[src/rtl/uart_tx_feeder.sv]
// uart_tx_feeder: byte FIFO plus start/end sequencer in front of a UART transmitter.
// The producer writes bytes at any rate. The feeder then takes them one at a time:
// it pops a byte, presents it on o_tx_data, pulses o_tx_start for one cycle and waits
// for i_tx_end. After that it idles for GUARD_CYCLES so the transmitter is back in
// idle before the next character starts.
//
// Optional feature: define UART_TX_TIMEOUT_EN to build a WAIT_END watchdog. When it
// fires it sets the sticky o_timeout and moves on to GUARD. Without the macro,
// o_timeout is constant 0.
//
// Handshake: there is no backpressure on the write side. A write with i_wr_en high
// is taken iff o_full is low; otherwise it is dropped and o_overflow latches.
// o_tx_start is a single-cycle strobe. i_tx_end counts only in WAIT_END.
// o_dbg_state exposes the sequencer state for checkers.

module uart_tx_feeder #(
    parameter int DATA_WIDTH     = 8,
    parameter int ADDR_WIDTH     = 4,
    parameter int GUARD_CYCLES   = 5300,
    parameter int TIMEOUT_CYCLES = 200000
) (
    input  logic                  i_clk_sys,
    input  logic                  i_rst,
    input  logic [DATA_WIDTH-1:0] i_wr_data,
    input  logic                  i_wr_en,
    output logic                  o_full,
    output logic                  o_empty,
    output logic [ADDR_WIDTH:0]   o_level,
    output logic                  o_overflow,
    output logic [DATA_WIDTH-1:0] o_tx_data,
    output logic                  o_tx_start,
    input  logic                  i_tx_end,
    output logic                  o_busy,
    output logic                  o_timeout,
    output logic [2:0]            o_dbg_state
);

    localparam int GW = $clog2(GUARD_CYCLES) + 1;
    localparam logic [ADDR_WIDTH:0] DEPTH_L    = {1'b1, {ADDR_WIDTH{1'b0}}};
    localparam logic [ADDR_WIDTH:0] PTR_ONE    = (ADDR_WIDTH + 1)'(1);
    localparam logic [GW-1:0]       GUARD_LAST = GW'(GUARD_CYCLES - 1);

    typedef enum logic [2:0] {
        S_IDLE     = 3'd0,
        S_POP      = 3'd1,
        S_LOAD     = 3'd2,
        S_START    = 3'd3,
        S_WAIT_END = 3'd4,
        S_GUARD    = 3'd5
    } state_t;

    state_t state;
    state_t state_nx;

    logic [DATA_WIDTH-1:0] mem [2**ADDR_WIDTH];
    logic [ADDR_WIDTH:0]   wr_ptr;
    logic [ADDR_WIDTH:0]   rd_ptr;
    logic [ADDR_WIDTH:0]   level_nx;
    logic [DATA_WIDTH-1:0] rd_data;
    logic                  wr_acc;
    logic                  pop;
    logic [GW-1:0]         guard_cnt;
    logic                  guard_done;
    logic                  wd_expire;

    // Write/pop qualification and the occupancy after this edge.
    always_comb begin
        wr_acc   = i_wr_en && !o_full;
        pop      = (state == S_POP);
        level_nx = o_level + {{ADDR_WIDTH{1'b0}}, wr_acc} - {{ADDR_WIDTH{1'b0}}, pop};
    end

    // FIFO pointers and registered status flags. A pop happens only in POP, and POP
    // is only entered with a non-empty FIFO. So level never underflows.
    always_ff @(posedge i_clk_sys) begin
        if (i_rst) begin
            wr_ptr     <= '0;
            rd_ptr     <= '0;
            o_level    <= '0;
            o_empty    <= 1'b1;
            o_full     <= 1'b0;
            o_overflow <= 1'b0;
        end else begin
            if (wr_acc) begin
                wr_ptr <= wr_ptr + PTR_ONE;
            end
            if (pop) begin
                rd_ptr <= rd_ptr + PTR_ONE;
            end
            if (i_wr_en && o_full) begin
                o_overflow <= 1'b1;
            end
            o_level <= level_nx;
            o_empty <= (level_nx == '0);
            o_full  <= (level_nx == DEPTH_L);
        end
    end

    // Storage array. It has no reset because the pointers define which entries are valid.
    always_ff @(posedge i_clk_sys) begin
        if (wr_acc) begin
            mem[wr_ptr[ADDR_WIDTH-1:0]] <= i_wr_data;
        end
    end

    // Registered read in POP, then capture into the transmitter data register in LOAD.
    // o_tx_data holds its value until the next byte is loaded.
    always_ff @(posedge i_clk_sys) begin
        if (i_rst) begin
            rd_data   <= '0;
            o_tx_data <= '0;
        end else begin
            if (pop) begin
                rd_data <= mem[rd_ptr[ADDR_WIDTH-1:0]];
            end
            if (state == S_LOAD) begin
                o_tx_data <= rd_data;
            end
        end
    end

    // Sequencer state register.
    always_ff @(posedge i_clk_sys) begin
        if (i_rst) begin
            state <= S_IDLE;
        end else begin
            state <= state_nx;
        end
    end

    // Sequencer next state. i_tx_end outside WAIT_END has no effect.
    always_comb begin
        state_nx = state;
        case (state)
            S_IDLE: begin
                if (!o_empty) begin
                    state_nx = S_POP;
                end
            end
            S_POP:   state_nx = S_LOAD;
            S_LOAD:  state_nx = S_START;
            S_START: state_nx = S_WAIT_END;
            S_WAIT_END: begin
                if (i_tx_end || wd_expire) begin
                    state_nx = S_GUARD;
                end
            end
            S_GUARD: begin
                if (guard_done) begin
                    state_nx = S_IDLE;
                end
            end
            default: state_nx = S_IDLE;
        endcase
    end

    assign guard_done = (guard_cnt == GUARD_LAST);

    // Guard interval counter. It runs only in GUARD and clears itself on exit.
    always_ff @(posedge i_clk_sys) begin
        if (i_rst) begin
            guard_cnt <= '0;
        end else if (state == S_GUARD) begin
            if (guard_done) begin
                guard_cnt <= '0;
            end else begin
                guard_cnt <= guard_cnt + GW'(1);
            end
        end
    end

`ifdef UART_TX_TIMEOUT_EN
    localparam logic [31:0] TO_LAST = 32'(TIMEOUT_CYCLES - 1);

    logic [31:0] wd_cnt;
    logic        timeout_q;

    assign wd_expire = (state == S_WAIT_END) && !i_tx_end && (wd_cnt == TO_LAST);

    // Watchdog: counts the WAIT_END cycles that have no end pulse. When it fires, the
    // byte is treated as sent.
    always_ff @(posedge i_clk_sys) begin
        if (i_rst) begin
            wd_cnt    <= '0;
            timeout_q <= 1'b0;
        end else if ((state == S_WAIT_END) && !i_tx_end) begin
            if (wd_expire) begin
                wd_cnt    <= '0;
                timeout_q <= 1'b1;
            end else begin
                wd_cnt <= wd_cnt + 32'd1;
            end
        end else begin
            wd_cnt <= '0;
        end
    end

    assign o_timeout = timeout_q;
`else
    // No watchdog: WAIT_END waits for i_tx_end indefinitely. The comparison below is
    // always false for any legal limit, so o_timeout stays at 0.
    assign wd_expire = 1'b0;
    assign o_timeout = (TIMEOUT_CYCLES < 0);
`endif

    assign o_tx_start  = (state == S_START);
    assign o_busy      = (state != S_IDLE);
    assign o_dbg_state = state;

endmodule
[config.mk]
export PLATFORM = sky130hd
export DESIGN_NAME = uart_tx_feeder
export DESIGN_NICKNAME = d
export VERILOG_FILES = /design/src/rtl/uart_tx_feeder.sv
export SDC_FILE = /design/constraint.sdc
export NUM_CORES = 1
export LEC_CHECK = 0
export BUFFER_PORTS_ARGS = -buffer_cell sky130_fd_sc_hd__buf_2
export CORE_MARGIN = 8
export CORE_UTILIZATION = 44
export CTS_CLUSTER_SIZE = 28
export DETAILED_ROUTE_END_ITERATION = 10
export PLACE_DENSITY = 0.69
export SLEW_MARGIN = 20
export SYNTH_ARGS = -nofsm -noshare
export SYNTH_HDL_FRONTEND = slang
export SYNTH_SLANG_ARGS = --single-unit
[constraint.sdc]
create_clock -name i_clk_sys -period 3.79 [get_ports i_clk_sys]
set_input_delay 0.1895 -clock i_clk_sys [delete_from_list [all_inputs] [get_ports i_clk_sys]]
set_output_delay 0.1895 -clock i_clk_sys [all_outputs]
set_load 0.1 [all_outputs]
### After elaboration in Yosys (flattened, before gate mapping)

Memories as Yosys holds them, arrays and structs flattened. A register that Yosys moved wholly into a read port is not among the register bits.
Index checks and enable logic that the tools add are counted.

| storage, ports and cells | value |
|---|---|
| memories kept | 1 |
| bits in latches | 0 |
| memory bits (writable) | 128 |
| ROM bits | 0 |
| word-level logic and storage cells | 39 |
| input port bits | 12 |
| bits in registers | 43 |

Memory list:

| name | words | bits a word | rd ports | clocked after memory_dff | write ports | line | source |
|---|---|---|---|---|---|---|---|
| mem | 16 | 8 | 1 | 1 | 1 | 55 | `logic [DATA_WIDTH-1:0] mem [2**ADDR_WIDTH];` |

| cells by class | value |
|---|---|
| divide/modulo/power cells | 0 |
| reduce and logical (&&, ||, !) cells | 7 |
| $add $sub $neg | 5 |
| multiplexer cells | 7 |
| magnitude comparators | 0 |
| shifts and indexed selects | 0 |
| equal/unequal tests | 10 |
| bitwise logic cells | 0 |
| multiply operators | 0 |

Operators with widths:

| kind | number |
|---|---|
| $pmux W3 S6 | 1 |
| $add A14 B1 Y14 const B | 1 |
| $eq A14 B13 Y1 const B | 1 |
| $mux W14 | 1 |
| $add A5 B1 Y5 const B | 2 |
| $mux W3 | 3 |
| $eq A3 B2 Y1 const B | 2 |
| $eq A3 B3 Y1 const B | 2 |
| $ne A2 B2 Y1 const B | 3 |
| $add A5 B1 Y5 | 1 |
| $eq A5 B5 Y1 const B | 1 |
| $logic_not A5 Y1 | 1 |
| $sub A5 B1 Y5 | 1 |
| $eq A3 B1 Y1 const B | 1 |
| $logic_not A3 Y1 | 1 |
| $reduce_and A3 Y1 | 1 |
| $reduce_bool A3 Y1 | 1 |
| $logic_and A1 B1 Y1 | 2 |
| $mux W1 | 2 |
| $logic_not A1 Y1 | 1 |

### Longest topological paths before layout

Gate-level depths: netlist of the first run.

| depth | value |
|---|---|
| depth after elaboration | 5 |
| depth in mapped cells | 14 |
| gate-level depth less buffers | 12 |

### Worst setup path before layout of the first run

No wires, ideal clock.

| timing path | value |
|---|---|
| path kind | register to register |
| start point | register state[0], in the netlist o_dbg_state[0] |
| end point | register o_full |
| cell stages (with the launch flop) | 14 |
| clock period less this slack | 3591 ps |
| data arrival time | 3479 ps |
| setup slack | 199 ps |
| path buffers | 2 |
| data required time | 3678 ps |
| cells stage by stage | dfxtp_1 > buf_4 > inv_1 > or3_1 > buf_4 > clkinv_2 > ha_1 > inv_1 > ha_1 > inv_1 > fa_1 > xnor2_1 > or3b_2 > a2111oi_1 |

| on the way | value |
|---|---|
| longest elaborated chain between the ends | 3 |

Ends and longest elaborated chain:

| what | line | source |
|---|---|---|
| start, declared | 52 | `state_t state;` |
| start signal, assigned | 127 | `state <= state_nx;` |
| $eq A3 B1 Y1 | 69 | `pop = (state == S_POP);` |
| $sub A5 B1 Y5 | 70 | `level_nx = o_level + {{ADDR_WIDTH{1'b0}}, wr_acc} - {{ADDR_WIDTH{1'b0}}, pop};` |
| $eq A5 B5 Y1 | 95 | `o_full <= (level_nx == DEPTH_L);` |
| end signal, assigned | 95 |  |
| end, declared | 26 | `output logic o_full,` |

Every way passes these cells.
A chain may end at the register's enable or synchronous reset.

### Worst setup path in the final report of the first run

Same ends and word-level chain as after synthesis.

==> impl_metrics.ini, run 1 <==
[status]
status = finished, final reports clean

[finish]
stdcell_count = 723
final_area_um2 = 8210
diodes = 0
area_growth_pct = 13.6
fillers = 1361
nNetsFinal = 514
multi_input_area_um2 = 2190
drive_above_1_share_pct = 22.9
seq_area_um2 = 4830

[place]
placed_area_um2 = 7550
port_buffers = 32
gp_congestion = 0.784
post-dp-hpwl_mm = 8.95
dpl.cell_count = 690

[synth]
synthArstFlopShare_pct = 0
synth_warnings = 0
synth_edf_count = 128
synth_seq_cells = 177
synth_ff_type = edfxtp_1
synth_area_um2 = 7220
yosys.cell_types.count = 51
seq_area_frac_synth_pct = 66.8
synth_cells = 460
synth_fp_nets = 484
syn_area_per_cell_um2 = 15.7

[min_path]
hp-class = primary input to flop
min-delay-start = i_wr_data[5]

[timing]
finalCritPeriodShare_pct = 83.9
hold_violations = 0
slew_headroom_pct = 25.8
setup_tns_ps = 0
finClkSkew_ps = 15.7
tightest_slew_ps = 1110
fin_crit_ps = 3180
fmax_mhz = 314
rsz0062_at_grt = no
finalSetupViolations = 0
drv_slew = 0

[clocking]
cts_sinks = 177
root_buffer = clkbuf_16
clkTransAtPathRegs_ps = 60
cts_setup_buffers = 0
htree_levels = 4
cts_tree = yes
clk_path_buf_depth = 2
cts_resized = 0
numCtsBuffers = 17
clock_latency_ps = 430

[drt]
dr.pass1.iters = 4
drtAntennaViolNets = 0
vias = 3929
drt_iter0_drc = 328
wl_met2_mm = 6.95
wl_met1_mm = 6.23
routed.top_layer = met4
avgRoutedWirePerCell_um = 19.7
wirelength_mm = 14.3
post-route-drc-count = 0
route.met3.wl_um = 839
routed_via_density = 5.43

[global_route]
grt_pass1_vias = 3981
grt-ovfl-total = 0
antenna_found_initial = 0
grt_usage_pct = 14.8
grt_start_max_net_pins = 42
grt_pass1_wl_mm = 22.5

[die]
coreArea_um2 = 16300
std_cell_rows = 47
ioPinCount = 34
dieArea_um2 = 20800
start_util_pct = 44.4
die_x_um = 144
die_h_um = 144

[critical_path]
startpoint = o_dbg_state[0]
reg2reg_from = o_dbg_state[0]
endpoint_kind = flop
crit_arrival_ps = 3500
cp_data_required_time_ps = 4110
crit_path_start_kind = flop
crit_fanout = 11
crit_type = flop to flop

[power_and_ir_drop]
peakVddDrop_mv = 0.525
leakagePower_nw = 2.72
powerDensity_nw_per_um2 = 660

[job]
maxCapViolCount = 0
[path summary, 6_finish.rpt]
check / endpoint / slack, ps / cells past startpoint
worst max register to register: o_full / 610 / 11
worst min-delay path: mem[5][5] / 140 / 1
worst max-delay path: o_full / 610 / 11
worst min register to register: guard_cnt[1] / 470 / 2
[logic make-up after synthesis]
kind of cell               Yosys count  synth area share (%)
adders and majority gates           12                  2.18
buffers and inverters               42                  3.03
AOI/OAI and AO/OA                   31                  3.05
other                                1                0.0519
muxes                               56                  13.3
and+or+nand+nor                    121                  9.18
DFF                                177                  66.8
xor gates and xnor gates            20                  2.42
[cells in the final DEF, fill, tap and decap left out, types with 12 or more instances in the layout]
cell type	instances
edfxtp_1	128
dfxtp_1	48
nor2_1	40
mux4_2	32
buf_2	32
mux2i_1	24
clkbuf_16	17
nand2_1	15
xor2_1	14
inv_1	12
[flip-flops by register name, indices dropped and copies added (netlist names), 3 cells and up]
register / flops
rd_ptr: 4
o_tx_data: 8
mem: 128
wr_ptr: 4
o_dbg_state: 3
rd_data: 8
o_level: 5
guard_cnt: 14
[metal layers]
metal / GRT usage (%) / vias up
met2: 23.6 / 124
li1: - / 1807
met4: 6.08 / 0
met3: 3.80 / 20
met5: 0 / -
met1: 19.0 / 1978
[synth_stat cells (all sizes together), types with 2 or more instances]
cell type / instances / area (µm²)
a21oi: 12 / 63.8
nor3b: 2 / 15.0
mux4: 32 / 721
or4: 2 / 18.8
nor2b: 7 / 43.8
nand3: 6 / 55.1
dfxtp: 49 / 981
o21ai: 3 / 15.0
inv: 12 / 45.0
buf: 20 / 134
ha: 11 / 138
and3: 3 / 18.8
nand3b: 9 / 67.6
nand2b: 2 / 12.5
nor2: 42 / 158
clkbuf: 9 / 35.0
xor2: 14 / 123
o221ai: 7 / 61.3
xnor2: 6 / 52.6
mux2i: 24 / 240
a2111oi: 2 / 25.0
edfxtp: 128 / 3840
and2: 2 / 12.5
nand2: 15 / 56.3
nor3: 7 / 35.0
or3: 6 / 37.5
and3b: 2 / 17.5
nand4: 10 / 62.6
o31ai: 2 / 15.0
[through the flow]
step	util (%)	hold slack [ps]	worst slack, ps	power, mW
detailed placement	46.3	440	596	3.58
global placement	46.3	435	705	3.54
CTS	50.3	127	593	5.46
global route	50.4	135	362	5.63
floorplan	-	288	199	3.35
finish	50.4	144	610	5.41
[what timing repair did]
| action | CTS | global route |
|---|---|---|
| setup endpoints to repair | 0 | 0 |
| endpoints found under the hold margin | 1 | 0 |
| hold buffers | 1 | 0 |
[area by class of cell]
type	instances	share of cell area [%]
Sequential cell	177	58.8
Timing Repair Buffer	40	2.71
Tap cell	220	3.35
Clock buffer	19	5.40
Multi-Input combinational cell	241	26.7
Inverter	13	0.610
Clock inverter	13	2.42
[worst max-delay path, stage by stage (launching register included)]
cell and delay (ps):
dfxtp_1 510, inv_1 90, or3_1 520, clkinv_2 180, ha_1 240, inv_1 60
ha_1 150, inv_1 60, fa_1 400, xnor2_1 170, or3b_2 450, a2111oi_1 240
[power breakdown]
group          leakage (nW)  switching, mW  internal [mW]
sequential             1.56          0.126           2.22
clock                 0.312          0.741           1.14
combinational         0.855          0.835          0.359
Note: power is estimated with default switching activity, not from simulation.
==> inputs of run 2 (changes only) <==
- clock period: 3.79 -> 3.2 ns (I/O delays scaled with it)
==> run 2 against run 1 <==
Effect of this change: non-clock buffer count up 4; clock power up 5%; largest cell class unchanged; clock skew is 5.5 ps lower.
==> impl_metrics.ini, run 2 (synthesis results as in run 1) <==
[status]
status = finished, final reports clean

[timing]
fmax_mhz = 350
finClkSkew_ps = 10.2
rsz0062_at_grt = no
finalSetupViolations = 0
slew_headroom_pct = 28.6
fin_crit_ps = 2860
hold_violations = 0
setup_tns_ps = 0
finalCritPeriodShare_pct = 89.2
tightest_slew_ps = 1070
hold_ws_ps = 111
drv_slew = 0

[min_path]
hp-class = primary input to flop

[global_route]
antenna_found_initial = 0
grt_usage_pct = 13.9
grt_pass1_wl_mm = 21.2
grt_pass1_vias = 3859
grt-ovfl-total = 0
grt_start_max_net_pins = 42

[power_and_ir_drop]
leakagePower_nw = 2.71
peakVddDrop_mv = 0.563
powerDensity_nw_per_um2 = 755

[critical_path]
crit_arrival_ps = 3160
crit_type = flop to flop
crit_fanout = 10
crit_path_start_kind = flop
cp_data_required_time_ps = 3510
endpoint_kind = flop

[finish]
most-common-layout-cells = 128 x edfxtp_1, 45 x dfxtp_1, 42 x nor2_1, 32 x mux4_2, 32 x buf_2
stdcell_count = 727
seq_area_um2 = 4830
area_growth_pct = 13.3
largest_register_ffs = 128
nNetsFinal = 518
drive_above_1_share_pct = 23.9
fillers = 1337
final_util_pct = 50.2
multi_input_area_um2 = 2190
final_common_cell = edfxtp_1
diodes = 0

[drt]
post-route-drc-count = 0
routed.top_layer = met4
avgRoutedWirePerCell_um = 18.9
drt_iter0_drc = 258
route.met3.wl_um = 894
wirelength_mm = 13.7
routed_via_density = 5.42
wl_met2_mm = 6.75
vias = 3942
drtAntennaViolNets = 0
wl_met1_mm = 5.87
dr.pass1.iters = 5

[die]
start_util_pct = 44.4
die_h_um = 144
ioPinCount = 34
std_cell_rows = 47
dieArea_um2 = 20800
die_x_um = 144
coreArea_um2 = 16300

[clocking]
cts_hold_buf = 1
htree_levels = 4
root_buffer = clkbuf_16
numCtsBuffers = 17
cts_tree = yes
clkTransAtPathRegs_ps = 70
cts_sinks = 177
cts_setup_buffers = 0
clk_path_buf_depth = 2
clock_latency_ps = 430
cts_resized = 0

[job]
maxCapViolCount = 0

[place]
port_buffers = 32
post-dp-hpwl_mm = 8.82
gp_congestion = 0.779
dpl.cell_count = 694
-- run 2: changes by cell type in the layout (fill, tap and decap cells not counted), sizes merged --
cell,change
clkinv,+6
buf,+4
bufinv,-4
clkbuf,-2
-- run 2: path summary, 6_finish.rpt --
path	from	to	depth (start not counted)	slack [ps]
hold reg to reg	o_overflow	o_overflow	2	470
setup reg to reg	o_dbg_state[0]	o_full	11	340
setup / recovery	o_dbg_state[0]	o_full	11	340
hold / removal	i_wr_data[0]	mem[8][0]	1	110
-- run 2: where the power goes --
group	total (mW)	internal (mW)	switching [mW]	leakage [nW]
Sequential	2.78	2.63	0.146	1.56
Clock	1.97	1.03	0.938	0.279
Combinational	1.43	0.441	0.991	0.877
-- run 2: worst max-delay path, cell delays in order (launching register included) --
cell and delay, ps:
dfxtp_4 400, inv_1 60, or3_1 350, clkinv_2 120, ha_1 240, inv_1 60, ha_1 150, inv_1 50
fa_1 410, xnor2_1 170, or3b_2 450, a2111oi_1 270
-- run 2: final cells by class --
type	instances	area share, %
Inverter	13	0.612
Clock buffer	17	5.20
Tap cell	220	3.36
Timing Repair Buffer	44	3.24
Multi-Input combinational cell	241	26.7
Clock inverter	15	1.82
Sequential cell	177	59.1
-- run 2: stage by stage --
step	worst slack, ps	power, mW	cell area (µm²)
final	345	6.18	8180
after global routing	184	6.43	8180
after CTS	335	6.21	8180
after detailed placement	371	4.26	7600
after global placement	451	4.21	7600
after floorplan	104	3.98	7230
-- run 2: per-layer routing --
layer	up-vias	GRT usage, %
li1	1817	-
met1	1999	17.2
met2	112	23.0
met3	14	3.73
met4	0	5.09
met5	-	0
==> inputs of run 3 (changes only) <==
- BUFFER_PORTS_ARGS: -buffer_cell sky130_fd_sc_hd__buf_2 -> -buffer_cell sky130_fd_sc_hd__buf_4
- REMOVE_ABC_BUFFERS: not set -> 1
==> run 3 against run 2 <==
Effect of this change: critical path depth fell by 1; via count down 3.6%; clock power is 5% lower; first-iteration DRC count shrank 16%; total power is 0.48% lower; combinational power rose by 6%; non-clock buffer count is 3 higher; die area unchanged; core utilization is 0.19 points higher; largest power group unchanged.
==> impl_metrics.ini, run 3 (synthesis results as in run 1) <==
[clocking]
root_buffer = clkbuf_16
clkTransAtPathRegs_ps = 60
clock_latency_ps = 420
cts_sinks = 177
cts_resized = 0
clk_path_buf_depth = 2
cts_hold_buf = 1
numCtsBuffers = 17
cts_setup_buffers = 0
cts_tree = yes
htree_levels = 4

[critical_path]
crit_arrival_ps = 3030
crit_fanout = 8
worst_path_max_delay_cell = or3b_2
r2r_slack_ps = 460
endpoint_kind = flop
slowest_delay_ps = 440
crit_path_start_kind = flop
startpoint = o_dbg_state[2]
reg2reg_to = o_full
cp_data_required_time_ps = 3490
ff2ff_path_depth = 10
critPathCapture = o_full
crit_type = flop to flop
reg2reg_from = o_dbg_state[2]
cp_cell_sequence = or3_1 > clkinv_2 > ha_1 > inv_1 > ha_1 > inv_1 > fa_1 > xnor2_1 > or3b_2 > a2111oi_1

[power_and_ir_drop]
p_seq_share_pct = 44.8
switchingPower_mw = 1.96
peakVddDrop_mv = 0.641
leakagePower_nw = 2.71
powerDensity_nw_per_um2 = 748
p_comb_share_pct = 24.8
p_clk_share_pct = 30.5
switching_share_pct = 31.9
internal-power_mw = 4.19

[global_route]
grt_pass1_vias = 3852
grt_usage_pct = 13.8
grtUsageMet2_pct = 21.5
grt_pass1_wl_mm = 21.4
use_met3_pct = 3.80
grt_start_max_net_pins = 42
antenna_found_initial = 0
use_met1_pct = 18.1
grt-ovfl-total = 0
grt_busiest_layer = met2

[status]
status = finished, final reports clean

[drt]
drtAntennaViolNets = 0
dr.pass1.iters = 4
wirelength_mm = 13.2
drt_iter0_drc = 217
vias = 3801
routed_via_density = 5.22
avgRoutedWirePerCell_um = 18.1
post-route-drc-count = 0

[place]
gp_congestion = 0.762
place_ws_ps = 446
post-dp-hpwl_mm = 8.88
port_buffers = 32

[die]
start_util_pct = 44.4
dieArea_um2 = 20800
die_x_um = 144
ioPinCount = 34
die_h_um = 144
std_cell_rows = 47
coreArea_um2 = 16300

[timing]
worst_slack_ps = 457
tightest_slew_ps = 964
fin_crit_ps = 2740
finalSetupViolations = 0
rsz0062_at_grt = no
hold_violations = 0
setup_tns_ps = 0
drv_slew = 0
finClkSkew_ps = 9.97
slew_headroom_pct = 35.5
finalCritPeriodShare_pct = 85.7
fmax_mhz = 365

[finish]
diodes = 0
drive_above_1_share_pct = 22.4
nNetsFinal = 521
area_growth_pct = 13.7
largest_register_ffs = 128
most-common-layout-cells = 128 x edfxtp_1, 48 x dfxtp_1, 46 x buf_4, 42 x nor2_1, 32 x mux4_2
final_common_cell = edfxtp_1
fillers = 1356

[job]
maxCapViolCount = 0

[min_path]
hp-class = primary input to flop
worstHoldPathCells = 1
## run 3: through the flow
stage	hold WS (ps)	cell area [µm²]	util (%)	total power [mW]	instances
floorplan	227	7060	-	3.91	431
global route	41.4	8210	50.4	6.42	728
finish	44.1	8210	50.4	6.15	728
global placement	401	7680	47.1	4.28	697
CTS	30.6	8210	50.4	6.19	728
detailed placement	421	7680	47.1	4.32	697
## run 3: worst min-delay path by stage
stage,start,to,slack (ps)
2_1_floorplan,i_rst,o_level[1],230
3_3_place_gp,i_wr_en,o_overflow,400
3_5_place_dp,i_wr_en,o_overflow,420
4_1_cts,i_wr_data[6],mem[3][6],30
5_1_grt,i_wr_data[6],mem[9][6],40
6_report,i_wr_data[2],mem[0][2],40
## run 3: routing by layer
layer	wire, µm	vias to the layer above
met5	0	-
met4	178	0
met3	635	13
met2	6220	87
met1	6180	1878
li1	-	1823
## run 3: cell type report
type                            count  area [µm²]  area share [%]
Clock inverter                     10        90.1            1.10
Inverter                           13        50.0           0.609
Clock buffer                       20         437            5.32
Tap cell                          220         275            3.35
Sequential cell                   177        4830            58.8
Multi-Input combinational cell    241        2180            26.5
Timing Repair Buffer               47         355            4.33
## run 3: worst max-delay path: cells and delay by family (launching register included)
family	cells	cell delay, ps
AND/OR/NAND/NOR	2	840
adder cells (fa/ha/maj)	3	780
flip-flops	1	310
AO/OA/AOI/OAI	1	290
buffers and inverters	3	230
XOR/XNOR	1	170
## run 3: power groups by stage
stage | clock network [mW] | logic [mW] | registers, mW
6_report | 1.87 | 1.52 | 2.75
5_1_grt | 2.02 | 1.63 | 2.77
4_1_cts | 1.91 | 1.53 | 2.75
3_5_place_dp | 0 | 1.52 | 2.80
3_3_place_gp | 0 | 1.48 | 2.79
2_1_floorplan | 0 | 0.713 | 3.20
